[src/rtl/load_store_unit.sv]
// load_store_unit: serialises CPU loads/stores into one byte access per cycle on a byte-wide memory port.
// Optional feature macro: LSU_MISALIGN_TRAP_EN (misaligned requests skip the transfer and return resp_err).
// Ports:
//   clk, reset                       clock and synchronous active-high reset
//   req_valid/req_ready              request handshake from the MEM stage
//   req_write, req_size, req_unsigned, req_addr, req_wdata   request attributes
//   resp_valid, resp_rdata, resp_err one-cycle completion with extended load data
//   mem_addr, mem_wdata, mem_we, mem_re, mem_rdata           byte memory port (combinational read)
module load_store_unit #(
    parameter int ADDR_W = 64
) (
    input  logic              clk,
    input  logic              reset,
    input  logic              req_valid,
    output logic              req_ready,
    input  logic              req_write,
    input  logic [1:0]        req_size,
    input  logic              req_unsigned,
    input  logic [ADDR_W-1:0] req_addr,
    input  logic [63:0]       req_wdata,
    output logic              resp_valid,
    output logic [63:0]       resp_rdata,
    output logic              resp_err,
    output logic [ADDR_W-1:0] mem_addr,
    output logic [7:0]        mem_wdata,
    output logic              mem_we,
    output logic              mem_re,
    input  logic [7:0]        mem_rdata
);
    typedef enum logic [1:0] {IDLE, XFER, RESP} state_t;
    state_t            state;
    logic [2:0]        cnt, cnt_n, n_m1;
    logic [ADDR_W-1:0] base;
    logic [63:0]       wdata, asm_q, asm_n, ext;
    logic [1:0]        size;
    logic              write, uns, sgn;
    logic              mis;
    assign req_ready = (state == IDLE) && !reset;
    assign cnt_n     = cnt + 3'd1;
    // last byte index N-1 for N = 1/2/4/8
    assign n_m1      = {size == 2'd3, size[1], size != 2'd0};
    // assembly register including the byte read in the current cycle
    always_comb begin
        asm_n = asm_q;
        asm_n[{cnt, 3'b000} +: 8] = mem_rdata;
    end
    always_comb begin
        sgn = 1'b0;
        ext = asm_n;
        if (size == 2'd0) begin
            sgn = !uns && asm_n[7];
            ext = {{56{sgn}}, asm_n[7:0]};
        end else if (size == 2'd1) begin
            sgn = !uns && asm_n[15];
            ext = {{48{sgn}}, asm_n[15:0]};
        end else if (size == 2'd2) begin
            sgn = !uns && asm_n[31];
            ext = {{32{sgn}}, asm_n[31:0]};
        end
    end
`ifdef LSU_MISALIGN_TRAP_EN
    assign mis = (req_size == 2'd1 && req_addr[0]) ||
                 (req_size == 2'd2 && req_addr[1:0] != 2'b00) ||
                 (req_size == 2'd3 && req_addr[2:0] != 3'b000);
    always_ff @(posedge clk) begin
        if (reset)
            resp_err <= 1'b0;
        else
            resp_err <= (state == IDLE) && req_valid && mis;
    end
`else
    assign mis      = 1'b0;
    assign resp_err = 1'b0;
`endif
    always_ff @(posedge clk) begin
        if (reset) begin
            state      <= IDLE;
            cnt        <= 3'd0;
            resp_valid <= 1'b0;
            resp_rdata <= 64'd0;
            mem_we     <= 1'b0;
            mem_re     <= 1'b0;
            mem_addr   <= '0;
            mem_wdata  <= 8'd0;
            base       <= '0;
            wdata      <= 64'd0;
            asm_q      <= 64'd0;
            size       <= 2'd0;
            write      <= 1'b0;
            uns        <= 1'b0;
        end else begin
            case (state)
                IDLE: if (req_valid) begin
                    base  <= req_addr;
                    wdata <= req_wdata;
                    size  <= req_size;
                    write <= req_write;
                    uns   <= req_unsigned;
                    cnt   <= 3'd0;
                    asm_q <= 64'd0;
                    if (mis) begin
                        state      <= RESP;
                        resp_valid <= 1'b1;
                    end else begin
                        state     <= XFER;
                        mem_addr  <= req_addr;
                        mem_wdata <= req_write ? req_wdata[7:0] : 8'd0;
                        mem_we    <= req_write;
                        mem_re    <= !req_write;
                    end
                end
                XFER: begin
                    asm_q <= asm_n;
                    cnt   <= cnt_n;
                    if (cnt == n_m1) begin
                        state      <= RESP;
                        mem_we     <= 1'b0;
                        mem_re     <= 1'b0;
                        mem_addr   <= '0;
                        mem_wdata  <= 8'd0;
                        resp_valid <= 1'b1;
                        resp_rdata <= write ? 64'd0 : ext;
                    end else begin
                        mem_addr  <= base + ADDR_W'(cnt_n);
                        mem_wdata <= write ? wdata[{cnt_n, 3'b000} +: 8] : 8'd0;
                    end
                end
                RESP: begin
                    state      <= IDLE;
                    cnt        <= 3'd0;
                    resp_valid <= 1'b0;
                    resp_rdata <= 64'd0;
                end
                default: state <= IDLE;
            endcase
        end
    end
endmodule

[config.mk]
export PLATFORM = sky130hd
export DESIGN_NAME = load_store_unit
export DESIGN_NICKNAME = d
export VERILOG_FILES = /design/src/rtl/load_store_unit.sv
export SDC_FILE = /design/constraint.sdc
export NUM_CORES = 1
export LEC_CHECK = 0
export BUFFER_PORTS_ARGS = -buffer_cell sky130_fd_sc_hd__buf_4
export CORE_ASPECT_RATIO = 1.1
export CORE_UTILIZATION = 25
export DETAILED_ROUTE_END_ITERATION = 16
export PLACE_DENSITY = 0.45
export SYNTH_ARGS = -nofsm -noshare
export SYNTH_HDL_FRONTEND = slang
export SYNTH_SLANG_ARGS = --single-unit
[constraint.sdc]
create_clock -name clk -period 4.73 [get_ports clk]
set_input_delay 0.473 -clock clk [delete_from_list [all_inputs] [get_ports clk]]
set_output_delay 0.473 -clock clk [all_outputs]
set_load 0.01 [all_outputs]
Yosys cells after proc, flatten, opt, wreduce, memory -nomap -nowiden

Cells that the tools add are included.

Logic and storage cells: 76
Register bits after elaboration: 340
Bits of input ports: 143
Output and inout port bits: 141

Muxes and demuxes: 29
$add $sub $neg: 3
Reductions and logical operators: 19
Shift operators: 3
Eq/ne operators: 8

Operators by type and width:

| cell                                                  | number |
|---|---|
| 2-to-1 mux 64 bit                                     | 8 |
| case mux 64 bit (2 select lines)                      | 3 |
| adder 64 x 3 -> 64 bit                                | 1 |
| bitwise mux 64 bit                                    | 1 |
| variable shift 8 x 8 -> 64 bit (first input constant) | 1 |
| variable part select 64 x 7 -> 8 bit                  | 1 |
| variable part select 8 x 8 -> 64 bit                  | 1 |
| 2-to-1 mux 8 bit                                      | 4 |
| case mux 8 bit (2 select lines)                       | 1 |
| AND reduction 2 bit                                   | 5 |
| case mux 3 bit (3 select lines)                       | 1 |
| negation 6 -> 8 bit                                   | 1 |
| == test 2 bit (second input constant)                 | 3 |
| case mux 1 bit (2 select lines)                       | 3 |
| nonzero test 2 bit                                    | 3 |
| == test 2 x 1 -> 1 bit (second input constant)        | 2 |
| logical AND 1 bit                                     | 4 |
| zero test 2 bit                                       | 2 |
| 2-to-1 mux 1 bit                                      | 4 |
| 2-to-1 mux 2 bit                                      | 2 |
| != test 2 bit (second input constant)                 | 2 |
| case mux 2 bit (2 select lines)                       | 1 |
| adder 3 x 1 -> 3 bit (second input constant)          | 1 |
| == test 3 bit                                         | 1 |
| 4 further kinds                                       | 6 |

Logic depth before layout (Yosys ltp)

Word-level depth: 10
Mapped depth: 15
Gate-level depth less buffers: 9

Worst setup path before layout

OpenSTA, ideal clock, no wires.

Path kind: flip-flop to flip-flop
Start point: register cnt[0]
End point: register mem_addr[50]
Library setup time: 79 ps
Slack: 655 ps
Cell stages (with the launch flop): 16
Arrival time: 3996 ps
Path buffers: 6
Period minus slack after synthesis: 4075 ps
Required time: 4651 ps
Cell sequence: dfxtp_1 buf_2 buf_1 buf_1 clkbuf_1 inv_1 ha_1 clkbuf_1 inv_1 fa_1 nor2b_1 o2111ai_1 nand4b_1 clkbuf_1 or4_1 o211ai_1

Word-level cells in the longest chain between the ends: 4
Elaborated cells on any way between the ends: 5
Classes of those cells: add/sub (2); eq/ne (1); mux (2)

Ends and longest elaborated chain:

| element                              | RTL line | text |
|---|---|---|
| start, declared                      | 32       | `logic [2:0] cnt, cnt_n, n_m1;` |
| start signal, assigned               | 114      | `cnt <= cnt_n;` |
| adder 3 x 1 -> 3 bit                 | 39       | `assign cnt_n = cnt + 3'd1;` |
| adder 64 x 3 -> 64 bit               | 124      | `mem_addr <= base + ADDR_W'(cnt_n);` |
| 2-to-1 mux 64 bit (*)                | 115      | `if (cnt == n_m1) begin` |
| case mux 64 bit (2 select lines) (*) | 92       | `case (state)` |
| end signal, assigned                 | 106      | `mem_addr <= req_addr;` |
| end signal, assigned                 | 124      |  |
| end, declared                        | 24       | `output logic [ADDR_W-1:0] mem_addr,` |

Every way passes the cells marked *; elsewhere a longest branch is shown, timed or not.
A chain may end at the register's enable or synchronous reset.

Final worst setup path

Start point: register cnt[1]
End point: register mem_addr[60]

Same word-level chain as after synthesis.

==> results.cfg <==
[worst_setup_path]
crit_slowest_cell = nand4b_1
arrival_ns = 4.37
max_stage_delay_ns = 0.74
ff2ff_setup_slack_ns = 0.82
crit_path_max_fanout = 15
ff2ff_path_depth = 9
cp-end-kind = register
r2r-start = cnt[1]
start_kind = register
cpMostUsedCell = inv_1
worst-setup-path-type = register to register
r2r_end = mem_addr[60]
worstPathRequired_ns = 5.19
path_cells = inv_1, ha_1, inv_1, fa_1, nor2b_1, o2111ai_2, nand4b_1, or4_1, o211ai_1

[placed_design]
placedCellCount = 2735
place_area_um2 = 17990
port_buffers = 282
dp_hpwl_mm = 37.23
place.gp.congestion = 0.7919
dpl_worst_slack_ns = 0.8386

[synth]
synth_top_area_share = 0.4472
synth_xor_area_frac = 0.02417
synth-compound-area-share = 0.2181
async_flop_share = 0
syn_nets = 1966
synth_edf_count = 0
syn_inst = 1815
synth-adder-area-share = 0.007070
syn_area_um2 = 15220
ys_types = 67
synth-main-ff-cell = dfxtp_1
ys_warn_count = 0
ys_top_cells_by_area = dfxtp_1 45%, nand2_1 9.0%, a21oi_1 5.3%
ys_ff_latch = 340
synth_top_area_cell = dfxtp_1
synth-simple-area-share = 0.1976
yosysSeqAreaShare = 0.4472
avgSynthCellArea_um2 = 8.385
synth_top_family_by_area = compound AO/OA/AOI/OAI gates
synthMuxAreaShare = 0.05886

[hold_path]
hold_depth = 3
hp-class = input port to register
holdCritStartpoint = req_addr[32]
hold_end = base[32]

[grt]
antenna_found_initial = 2
grt_usage = 0.1732
grt_pass1_wl_mm = 84.06
grt_pass1_vias = 13970
grt_overflow = 0
grt_max_degree = 90

[sta]
slew_headroom = 0.1794
rsz0062_at_grt = no
slew_violations = 0
hold_viol_final = 0
setup_viol = 0
worstMarginPinSlew_ns = 1.231
fmax_ghz = 0.2557
tns_ns = 0
period_minus_slack_ns = 3.910
finalClockSkew_ns = 0.02594
layout_worst_path_cycle_share = 0.8267
setup_ws_ns = 0.8197

[cts]
clkLatencyLatePin_ns = 0.56
cts-root-buf = clkbuf_16
holdBufCountCts = 0
h-tree-depth = 2
cts_resized = 0
cts_max_path_buffers = 3
path_clk_slew_ns = 0.06
cts_tree = done
postCtsSetupBuffers = 0
cts_sinks = 340
cts-buffers-inserted = 41

[detailed_routing]
dr_total_vias = 14210
ant_nets = 0
routed_via_density = 5.057
drc = 0
wirelength_mm = 54.84
wl_per_cell_um = 19.52
dr.pass1.iters = 6
drt-initial-drc-count = 965

[final_layout]
design_area_um2 = 19300
drive_gt1_frac = 0.2221
layout_common_cells = 364 x nand2_1, 339 x dfxtp_1, 309 x buf_4, 160 x a21oi_1, 142 x nor2_1
fin_cells = 2809
nets = 2161
area_delta_synth_final_pct = 26.83
final_common_cell = nand2_1

[floorplan]
die_x_um = 237.3
core_um2 = 59980
die_area_um2 = 61870
io_pins = 284
die_h_um = 260.8
rows = 94
initial_core_util = 0.2537

[power_and_ir_drop]
p_leak_nw = 7.043
total_power_mw = 7.353
ir_drop_mv = 0.2141
p_per_area_nw_per_um2 = 380.9

[run_status]
status = finished clean

[run]
drv_cap = 0
-- metal layers --
| layer | wire length (um) | global-route usage |
|---|---|---|
| met5 | 9 | 0 |
| met4 | 1251 | 0.04946 |
| met3 | 2399 | 0.03025 |
| met2 | 27200 | 0.3012 |
| met1 | 23990 | 0.2186 |
-- critical path, delay by kind of cell, from the launching register on --
| kind | cells | cell delay, ns |
|---|---|---|
| flip-flops | 1 | 0.46 |
| AO/OA/AOI/OAI | 2 | 0.54 |
| AND/OR/NAND/NOR | 3 | 1.63 |
| adder cells (fa/ha/maj) | 2 | 0.93 |
| buffers and inverters | 2 | 0.25 |
-- registers in the layout, summed over array words and instances (netlist names), 2 cells and up --
register / count
size: 2
base: 64
state: 2
resp_rdata: 64
mem_wdata: 8
wdata: 64
mem_addr: 64
cnt: 3
asm_q: 64
-- cell families after synthesis --
family | count (synthesis)
and+or+nand+nor | 681
AOI/OAI and AO/OA | 498
DFF | 340
buffers and inverters | 179
muxes | 66
xor gates and xnor gates | 42
adders and majority gates | 8
other | 1
-- per-stage QoR --
stage | hold WS [ns] | util
final | 0.1657 | 0.3218
after global routing | 0.1381 | 0.3218
after CTS | 0.1272 | 0.3218
after detailed placement | 0.4446 | 0.3000
after global placement | 0.4383 | 0.3000
after floorplan | 0.4331 | -
-- power by group --
group / internal (mW) / leakage, nW / switching, mW
sequential: 3.03 / 2.78 / 0.140
clock: 1.81 / 0.648 / 1.28
combinational: 0.444 / 3.62 / 0.654
total: 5.28 / 7.04 / 2.07
-- Yosys cell counts (22+ instances only) --
cell	number
mux2i_1	22
dfxtp_1	340
o22ai_1	37
nand2_1	365
nand3_1	39
o21ai_0	29
nand4_1	22
nor3_1	23
xnor2_1	31
a211oi_1	27
nor2_1	142
o211ai_1	42
mux2_2	28
clkbuf_1	140
a22oi_1	96
a21oi_1	161
-- layout make-up --
type	count	area (um^2)
Clock buffer	58	1190
Tap cell	768	960.9
Clock inverter	15	116.4
Fill cell	6356	40680
Antenna cell	1	2.502
Inverter	18	67.56
Multi-Input combinational cell	1296	7764
Sequential cell	340	6808
Timing Repair Buffer	313	2395
-- how the worst max path moves through the flow --
stage | slack, ns | endpoint | depth (start not counted) | from
2_1_floorplan | 0.65 | mem_addr[50] | 15 | cnt[0]
6_report | 0.82 | mem_addr[60] | 9 | cnt[1]
5_1_grt | 0.57 | mem_addr[60] | 9 | cnt[1]
4_1_cts | 0.81 | mem_addr[60] | 9 | cnt[1]
3_3_place_gp | 0.90 | mem_addr[54] | 9 | cnt[1]
3_5_place_dp | 0.84 | mem_addr[62] | 9 | cnt[1]
Note: power is estimated with default switching activity, not from simulation.
